[src/rtl/clk_div_ctrl.sv]
// Programmable 50%-duty integer clock divider with boundary-aligned ratio changes and start/stop.
// Optional period counter enabled by defining CLK_DIV_CTRL_PERIOD_STAT_EN.
//
// state     | meaning
// IDLE      | divider stopped, clk_out low, cnt held at 0
// RUN       | counting 0..cur_div-1, one divided period per wrap
// STOP_PEND | en dropped, finishing the current period before IDLE
module clk_div_ctrl #(
   parameter int CNT_W   = 8,
   parameter int DEF_DIV = 3
) (
   input  logic             clk,
   input  logic             rst_n,
   input  logic             en,
   input  logic             div_req,
   input  logic [CNT_W-1:0] div_val,
   output logic             div_ack,
   output logic             div_err,
   output logic [CNT_W-1:0] cur_div,
   output logic             clk_out,
   output logic             period_start,
   output logic             busy,
   output logic [15:0]      period_cnt
);

   typedef enum logic [1:0] {
      IDLE      = 2'd0,
      RUN       = 2'd1,
      STOP_PEND = 2'd2
   } state_t;

   localparam logic [CNT_W-1:0] ONE = CNT_W'(1);
   localparam logic [CNT_W-1:0] TWO = CNT_W'(2);

   state_t           state;
   state_t           state_nxt;
   logic [CNT_W-1:0] cnt;
   logic [CNT_W-1:0] cnt_inc;
   logic [CNT_W-1:0] half;
   logic [CNT_W-1:0] div_eff;
   logic             clk_p;
   logic             clk_n;
   logic             req_armed;
   logic             req_take;
   logic             div_ok;
   logic             wrap;

   always_comb begin
      half     = cur_div >> 1;
      cnt_inc  = cnt + ONE;
      wrap     = (state != IDLE) && (cnt == (cur_div - ONE));
      div_ok   = (div_val >= TWO);
      req_take = div_req && req_armed && ((state == IDLE) || wrap);
      div_eff  = (req_take && div_ok) ? div_val : cur_div;
      case (state)
         IDLE:      state_nxt = en ? RUN : IDLE;
         RUN,
         STOP_PEND: begin
            if (wrap) state_nxt = en ? RUN : IDLE;
            else      state_nxt = en ? RUN : STOP_PEND;
         end
         default:   state_nxt = IDLE;
      endcase
   end

   // Entering RUN preloads cnt to the wrap value so clk_out rises on the very next posedge.
   always_ff @(posedge clk or negedge rst_n) begin
      if (!rst_n) begin
         state        <= IDLE;
         cnt          <= '0;
         cur_div      <= CNT_W'(DEF_DIV);
         clk_p        <= 1'b0;
         div_ack      <= 1'b0;
         div_err      <= 1'b0;
         period_start <= 1'b0;
         busy         <= 1'b0;
         req_armed    <= 1'b0;
      end else begin
         state        <= state_nxt;
         busy         <= (state_nxt != IDLE);
         div_ack      <= req_take;
         div_err      <= req_take && !div_ok;
         cur_div      <= div_eff;
         period_start <= 1'b0;
         if (req_take)
            req_armed <= 1'b0;
         else if (!div_req)
            req_armed <= 1'b1;
         case (state)
            IDLE: begin
               clk_p <= 1'b0;
               cnt   <= en ? (div_eff - ONE) : '0;
            end
            default: begin
               if (wrap) begin
                  cnt          <= '0;
                  clk_p        <= (state_nxt == RUN);
                  period_start <= (state_nxt == RUN);
               end else begin
                  cnt   <= cnt_inc;
                  clk_p <= (cnt_inc < half);
               end
            end
         endcase
      end
   end

   // Half-cycle extension for odd ratios; clk_p is low across every boundary so this never moves a rising edge.
   always_ff @(negedge clk or negedge rst_n) begin
      if (!rst_n) clk_n <= 1'b0;
      else        clk_n <= clk_p;
   end

   assign clk_out = clk_p | (cur_div[0] & clk_n);

`ifdef CLK_DIV_CTRL_PERIOD_STAT_EN
   always_ff @(posedge clk or negedge rst_n) begin
      if (!rst_n)
         period_cnt <= '0;
      else if (period_start && (period_cnt != 16'hFFFF))
         period_cnt <= period_cnt + 16'd1;
   end
`else
   assign period_cnt = '0;
`endif

endmodule

[config.mk]
export PLATFORM = sky130hd
export DESIGN_NAME = clk_div_ctrl
export DESIGN_NICKNAME = d
export VERILOG_FILES = /design/src/rtl/clk_div_ctrl.sv
export SDC_FILE = /design/constraint.sdc
export NUM_CORES = 1
export LEC_CHECK = 0
export ABC_AREA = 1
export CORE_MARGIN = 3
export CORE_UTILIZATION = 35
export DETAILED_ROUTE_END_ITERATION = 8
export PLACE_DENSITY_LB_ADDON = 0.05
export SLEW_MARGIN = 10
export SYNTH_ARGS = -nofsm -noshare
export SYNTH_HDL_FRONTEND = slang
export SYNTH_SLANG_ARGS = --single-unit
[constraint.sdc]
create_clock -name clk -period 6.3 [get_ports clk]
set_clock_uncertainty 0.05 [all_clocks]
set_input_delay 0.945 -clock clk [delete_from_list [all_inputs] [get_ports clk]]
set_output_delay 0.945 -clock clk [all_outputs]
set_load 0.05 [all_outputs]
==> metrics, run 1 <==
outcome=completed; clock insertion delay at the later pin of the skew report=0.27 ns; Setup crit start kind=flop; Synthesis Warnings=0; flip-flop and latch area=628 sq um; antenna-violating nets left=0; number of buffers added for setup after CTS=0; Top-Level Pins=41; Total Negative Setup Slacks=0 ns; Cells after DPL=359; crit path kind=flop to output port; Max rail drop VDD=220 uV; via/cell ratio=4.31; number of antenna violations at the first check in global routing=0; Final nets=317; maximum buffer depth of the clock tree=2; Synth-to-Final Area Change=15.4%; CTS tree=yes; diodes inserted=0; clock slew at reported path FFs=0.08 ns; total via count in the routed design=1565; multi-input gate area in the final layout=1050 sq um; initial standard-cell utilization of the core=0.369; number of flip-flops and latches in the synthesized netlist=25; maximum fanout count along the critical path=1; drc violations=0; Post-Syn Area per Cell=7.27 sq um; launch point of the critical path=clk_n; First DRT Iteration DRCs=41; Pwr per Cell Area=514 nW/um^2; switching component of the power=0.621 mW; hold bufs inserted after CTS=0; max-cap viol count=0; maximum number of pins on one net before global-route repair=26; Area contributors post-synth=sky130_fd_sc_hd__dfrtp_1, sky130_fd_sc_hd__nand2_1, sky130_fd_sc_hd__inv_1; vertical extent of the die=80.3 um; largest registers in the final layout=cnt (8), cur_div (8), state (2); detailed-route wire length=4150 um; gate count after technology mapping=266; CTS Sinks=25; count of distinct cell types in the synthesized netlist=32; netlist area before placement=1930 sq um; cell at the root of the clock tree=sky130_fd_sc_hd__clkbuf_8; # resized after CTS=0; global-route wire length before repair=7340 um; number of filler cells placed in the layout=568; vias in the first global route=1542; estimated wirelength of the detail-placed design=3420 um; RSZ-0062 raised after global routing=false; beginning of the worst hold path=req_armed; horizontal die dimension=80.3 um; data arrival time of the critical path=4.71 ns; worst flop-to-flop path startpoint=clk_p; Sw Ratio=0.541; filler-free cell count of the finished design=363; Routed wire per std cell=11.4 um; Worst slew margin=0.660; gp weighted congestion=0.764; worst endpoint required time=5.30 ns; Clock power frac=0.082; Flop pwr share=0.268; First-pass DRT Iterations=4; GRT Residual Overflow=0; count of input and output buffers=24; number of pins exceeding their max-slew limit in the final report=0; share of cells above drive strength 1=0.126; Comb power frac=0.650; std cell rows=26; CTS HTree Levels=1; internal power summed over all cells=0.528 mW; static leakage=1.15 nW; share of the synthesized area in the top cell type=0.285; number of buffers created by CTS=3; capturing element type of the critical path=output port; Core Box Area=5240 sq um; slew at the pin closest to its max-slew limit=0.508 ns; Final Hold Viols=0; kind of path behind the tightest hold check=flop to flop; overall track demand over capacity in global routing=0.148; sequential share of the synthesized area=0.325; die outline area=6450 sq um; cell taking the most area after synthesis=sky130_fd_sc_hd__dfrtp_1; total setup violations reported at the end of the flow=0
==> final cells by class <==
cell class | instances | share of cell area
clock buffers | 3 | 0.0185
clock inverters | 1 | 0.00224
inverters | 47 | 0.0790
multi-input cells | 192 | 0.469
flip-flops and latches | 25 | 0.281
well taps | 70 | 0.0392
repair buffers | 25 | 0.111
==> power groups by stage <==
stage	clock network (mW)	logic (mW)	registers, mW
floorplan	0	0.502	0.396
global placement	0	0.755	0.312
detailed placement	0	0.753	0.311
CTS	0.0984	0.756	0.308
global route	0.105	0.861	0.320
finish	0.0943	0.746	0.308
==> routing by layer <==
layer | share of wire | up-vias | track usage | wire length (um)
li1 | - | 847 | - | -
met1 | 0.51 | 683 | 0.212 | 2120
met2 | 0.44 | 30 | 0.232 | 1840
met3 | 0.030 | 5 | 0.0123 | 123
met4 | 0.015 | 0 | 0.0507 | 63
met5 | 0 | - | 0 | 0
==> synth_stat cells (all sizes together) <==
cell	n
a211oi	1
a21o	1
a21oi	2
buf	17
clkinv	2
conb	1
dfrtn	1
dfrtp	22
dfstp	2
ha	11
inv	45
nand2	82
nand3	18
nand4	8
nor2	25
nor3	5
nor4	1
o21ai	7
o21bai	1
o22ai	2
or2	1
xnor2	3
xor2	8
==> layout by cell type (no fill, tap or decap), types with 2 or more instances in the layout <==
| master | count |
|---|---|
| sky130_fd_sc_hd__a21oi_1 | 2 |
| sky130_fd_sc_hd__clkbuf_8 | 3 |
| sky130_fd_sc_hd__clkdlybuf4s50_1 | 24 |
| sky130_fd_sc_hd__clkinv_1 | 2 |
| sky130_fd_sc_hd__conb_1 | 16 |
| sky130_fd_sc_hd__dfrtp_1 | 22 |
| sky130_fd_sc_hd__dfstp_2 | 2 |
| sky130_fd_sc_hd__ha_1 | 11 |
| sky130_fd_sc_hd__inv_1 | 37 |
| sky130_fd_sc_hd__inv_2 | 8 |
| sky130_fd_sc_hd__nand2_1 | 72 |
| sky130_fd_sc_hd__nand2_2 | 8 |
| sky130_fd_sc_hd__nand2_4 | 2 |
| sky130_fd_sc_hd__nand3_1 | 15 |
| sky130_fd_sc_hd__nand3_2 | 3 |
| sky130_fd_sc_hd__nand4_1 | 6 |
| sky130_fd_sc_hd__nand4_2 | 2 |
| sky130_fd_sc_hd__nor2_1 | 19 |
| sky130_fd_sc_hd__nor2_2 | 3 |
| sky130_fd_sc_hd__nor2_4 | 3 |
| sky130_fd_sc_hd__nor3_1 | 5 |
| sky130_fd_sc_hd__o21ai_0 | 3 |
| sky130_fd_sc_hd__o21ai_1 | 4 |
| sky130_fd_sc_hd__o22ai_1 | 2 |
| sky130_fd_sc_hd__xnor2_1 | 3 |
| sky130_fd_sc_hd__xor2_1 | 8 |
==> kinds of logic after synthesis <==
group / count (synthesis) / synth area share
AO/OA/AOI/OAI: 14 / 0.0414
XOR/XNOR: 11 / 0.0498
adder cells (fa/ha/maj): 11 / 0.0712
buffers and inverters: 64 / 0.164
flip-flops: 25 / 0.325
other: 1 / 0.00194
AND/OR/NAND/NOR: 140 / 0.347
==> worst paths after layout <==
check	slack (ns)	to	depth (start not counted)
max	0.59	clk_out	2
min	0.43	req_armed	2
min in group asynchronous	0.98	period_start	2
min reg2reg	0.43	req_armed	2
max reg2reg	2.57	clk_n	0
max in group asynchronous	1.93	clk_n	2
==> stage by stage <==
step / worst slack, ns / hold WS [ns] / power (mW) / utilization / cell area (sq um)
after CTS: 0.580 / 0.435 / 1.16 / 0.426 / 2230
after floorplan: 1.41 / 0.392 / 0.898 / - / 1990
after detailed placement: 0.888 / 0.413 / 1.06 / 0.417 / 2190
final: 0.591 / 0.432 / 1.15 / 0.426 / 2230
after global placement: 0.900 / 0.408 / 1.07 / 0.417 / 2190
after global routing: 0.532 / 0.456 / 1.29 / 0.426 / 2230
==> worst max-delay path, stage by stage, from the launching register on <==
cell	delay (ns)
sky130_fd_sc_hd__dfrtn_1	0.39
sky130_fd_sc_hd__a21o_1	0.11
sky130_fd_sc_hd__clkdlybuf4s50_1	0.79
Power figures use the tool's default switching activity.
==> run 2, diff against run 1 <==
--- a/config.mk
+++ b/config.mk
@@ -6,11 +6,10 @@
 export NUM_CORES = 1
 export LEC_CHECK = 0
 export ABC_AREA = 1
-export CORE_MARGIN = 3
+export CORE_ASPECT_RATIO = 0.5
 export CORE_UTILIZATION = 35
 export DETAILED_ROUTE_END_ITERATION = 8
 export PLACE_DENSITY_LB_ADDON = 0.05
-export SLEW_MARGIN = 10
 export SYNTH_ARGS = -nofsm -noshare
 export SYNTH_HDL_FRONTEND = slang
 export SYNTH_SLANG_ARGS = --single-unit
==> metrics, run 2 (synthesis gave the netlist of run 1 again) <==
max-cap viol count=0 (unchanged); vertical extent of the die=54.6 um (-32%); most used cells in the layout excluding fill and tap cells=sky130_fd_sc_hd__nand2_1, sky130_fd_sc_hd__inv_1, sky130_fd_sc_hd__clkdlybuf4s50_1, sky130_fd_sc_hd__dfrtp_1, sky130_fd_sc_hd__nor2_1; most frequent standard cell in the layout excluding fill and tap cells=sky130_fd_sc_hd__nand2_1; Final nets=317 (unchanged); static leakage=1.14 nW (-0.33%); Pwr per Cell Area=525 nW/um^2 (+2.0%); filler-free cell count of the finished design=363 (unchanged); number of buffers created by CTS=3 (unchanged); post-route standard cell area excluding fillers=2230 sq um (+0.11%); capturing element type of the critical path=output port; maximum buffer depth of the clock tree=2 (unchanged); Comb power frac=0.652 (+0.002); Placed Area=2190 sq um (unchanged); Synth-to-Final Area Change=15.5%; hold bufs inserted after CTS=0 (unchanged); Top-Level Pins=41 (unchanged); total setup violations reported at the end of the flow=0 (unchanged); estimated wirelength of the detail-placed design=3560 um (+4.3%); clock slew at reported path FFs=0.09 ns (about the same); Core Box Area=5110 sq um (-2.4%); Max rail drop VDD=275 uV (+25%); antenna-violating nets left=0 (unchanged); outcome=completed; clock insertion delay at the later pin of the skew report=0.28 ns (about the same); share of cells above drive strength 1=0.126 (unchanged); CTS Sinks=25 (unchanged); crit path kind=flop to output port; horizontal die dimension=107 um (+33%); First DRT Iteration DRCs=69 (+68%); number of buffers added for setup after CTS=0 (unchanged); GRT Residual Overflow=0 (unchanged); diodes inserted=0 (unchanged); die outline area=5850 sq um (-9.4%); vias in the first global route=1419 (-8.0%); RSZ-0062 raised after global routing=false; Clock power frac=0.084 (+0.002); Sw Ratio=0.548 (+0.00766); Total Negative Setup Slacks=0 ns (unchanged); number of antenna violations at the first check in global routing=0 (unchanged); internal power summed over all cells=0.530 mW (+0.38%); worst endpoint required time=5.30 ns (about the same); std cell rows=18 (-31%); kind of path behind the tightest hold check=flop to flop; switching component of the power=0.643 mW (+3.5%); CTS tree=yes; CTS HTree Levels=1 (unchanged); initial standard-cell utilization of the core=0.378 (+0.00904); number of pins exceeding their max-slew limit in the final report=0 (unchanged); maximum number of pins on one net before global-route repair=26 (unchanged); overall track demand over capacity in global routing=0.164 (+0.0165); total via count in the routed design=1586 (+1.3%); Final Hold Viols=0 (unchanged); Worst slew margin=0.668 (+0.00791); via/cell ratio=4.37 (+1.3%); # resized after CTS=0 (unchanged); gp weighted congestion=0.788 (+3.2%); slew at the pin closest to its max-slew limit=0.496 ns (-0.0118 ns); Routed wire per std cell=11.9 um (+4.0%); Cells after DPL=359 (unchanged); maximum fanout count along the critical path=1 (unchanged); Setup crit start kind=flop; Flop pwr share=0.264 (-0.004); data arrival time of the critical path=4.74 ns (+0.03 ns); count of input and output buffers=24 (unchanged); drc violations=0 (unchanged); detailed-route wire length=4310 um (+4.0%); global-route wire length before repair=7020 um (-4.4%); First-pass DRT Iterations=4 (unchanged); largest registers in the final layout=cnt (8), cur_div (8), state (2); cell at the root of the clock tree=sky130_fd_sc_hd__clkbuf_8
[run 2: cell types whose count changed in the layout (fill, tap and decap cells not counted)]
cell,before,now
sky130_fd_sc_hd__clkinv_2,1,0
sky130_fd_sc_hd__clkinvlp_4,0,1
[run 2: worst paths after layout]
| path | slack [ns] | cells after the start | endpoint | startpoint |
|---|---|---|---|---|
| worst min register to register | 0.43 | 2 | req_armed | req_armed |
| min in group asynchronous | 0.97 | 2 | req_armed | rst_n |
| worst min-delay path | 0.43 | 2 | req_armed | req_armed |
| worst max register to register | 2.56 | 0 | clk_n | clk_p |
| max in group asynchronous | 1.94 | 2 | clk_n | rst_n |
| worst max-delay path | 0.56 | 2 | clk_out | clk_n |
[run 2: final cells by class]
type	instances	area [sq um]
multi-input cells	192	1050
clock buffers	3	41.3
repair buffers	25	248
fillers	541	2880
inverters	47	176
clock inverters	1	7.51
well taps	70	87.6
flip-flops and latches	25	628
[run 2: per-layer routing]
layer,track usage,vias to the layer above,share of wire
met3,0.0274,4,0.038
met2,0.234,39,0.36
met5,0,-,0
met4,0.0274,0,0.0049
li1,-,845,-
met1,0.257,698,0.59
[run 2: stage by stage]
| stage | power (mW) | util | hold slack (ns) | worst slack [ns] |
|---|---|---|---|---|
| after floorplan | 0.898 | - | 0.392 | 1.41 |
| after global placement | 1.07 | 0.428 | 0.403 | 0.887 |
| after detailed placement | 1.07 | 0.428 | 0.410 | 0.882 |
| after CTS | 1.18 | 0.437 | 0.432 | 0.564 |
| final | 1.17 | 0.437 | 0.429 | 0.565 |
| after global routing | 1.29 | 0.437 | 0.493 | 0.554 |
[run 2: critical path, stage by stage (launching register included)]
cell and delay [ns]:
sky130_fd_sc_hd__dfrtn_1 0.39, sky130_fd_sc_hd__a21o_1 0.12, sky130_fd_sc_hd__clkdlybuf4s50_1 0.80
[run 2: power by group through the flow]
stage	sequential (mW)	combinational, mW	clock (mW)
5_1_grt	0.322	0.857	0.110
3_3_place_gp	0.312	0.756	0
2_1_floorplan	0.396	0.502	0
6_report	0.309	0.764	0.0987
4_1_cts	0.310	0.766	0.101
3_5_place_dp	0.313	0.761	0
==> run 3, diff against run 2 <==
--- a/config.mk
+++ b/config.mk
@@ -8,8 +8,10 @@
 export ABC_AREA = 1
 export CORE_ASPECT_RATIO = 0.5
 export CORE_UTILIZATION = 35
+export CTS_CLUSTER_DIAMETER = 200
 export DETAILED_ROUTE_END_ITERATION = 8
 export PLACE_DENSITY_LB_ADDON = 0.05
+export SLEW_MARGIN = 0
 export SYNTH_ARGS = -nofsm -noshare
 export SYNTH_HDL_FRONTEND = slang
 export SYNTH_SLANG_ARGS = --single-unit
==> results of run 3 <==
Same layout as run 2: the final DEF is identical, and so are final timing and power.
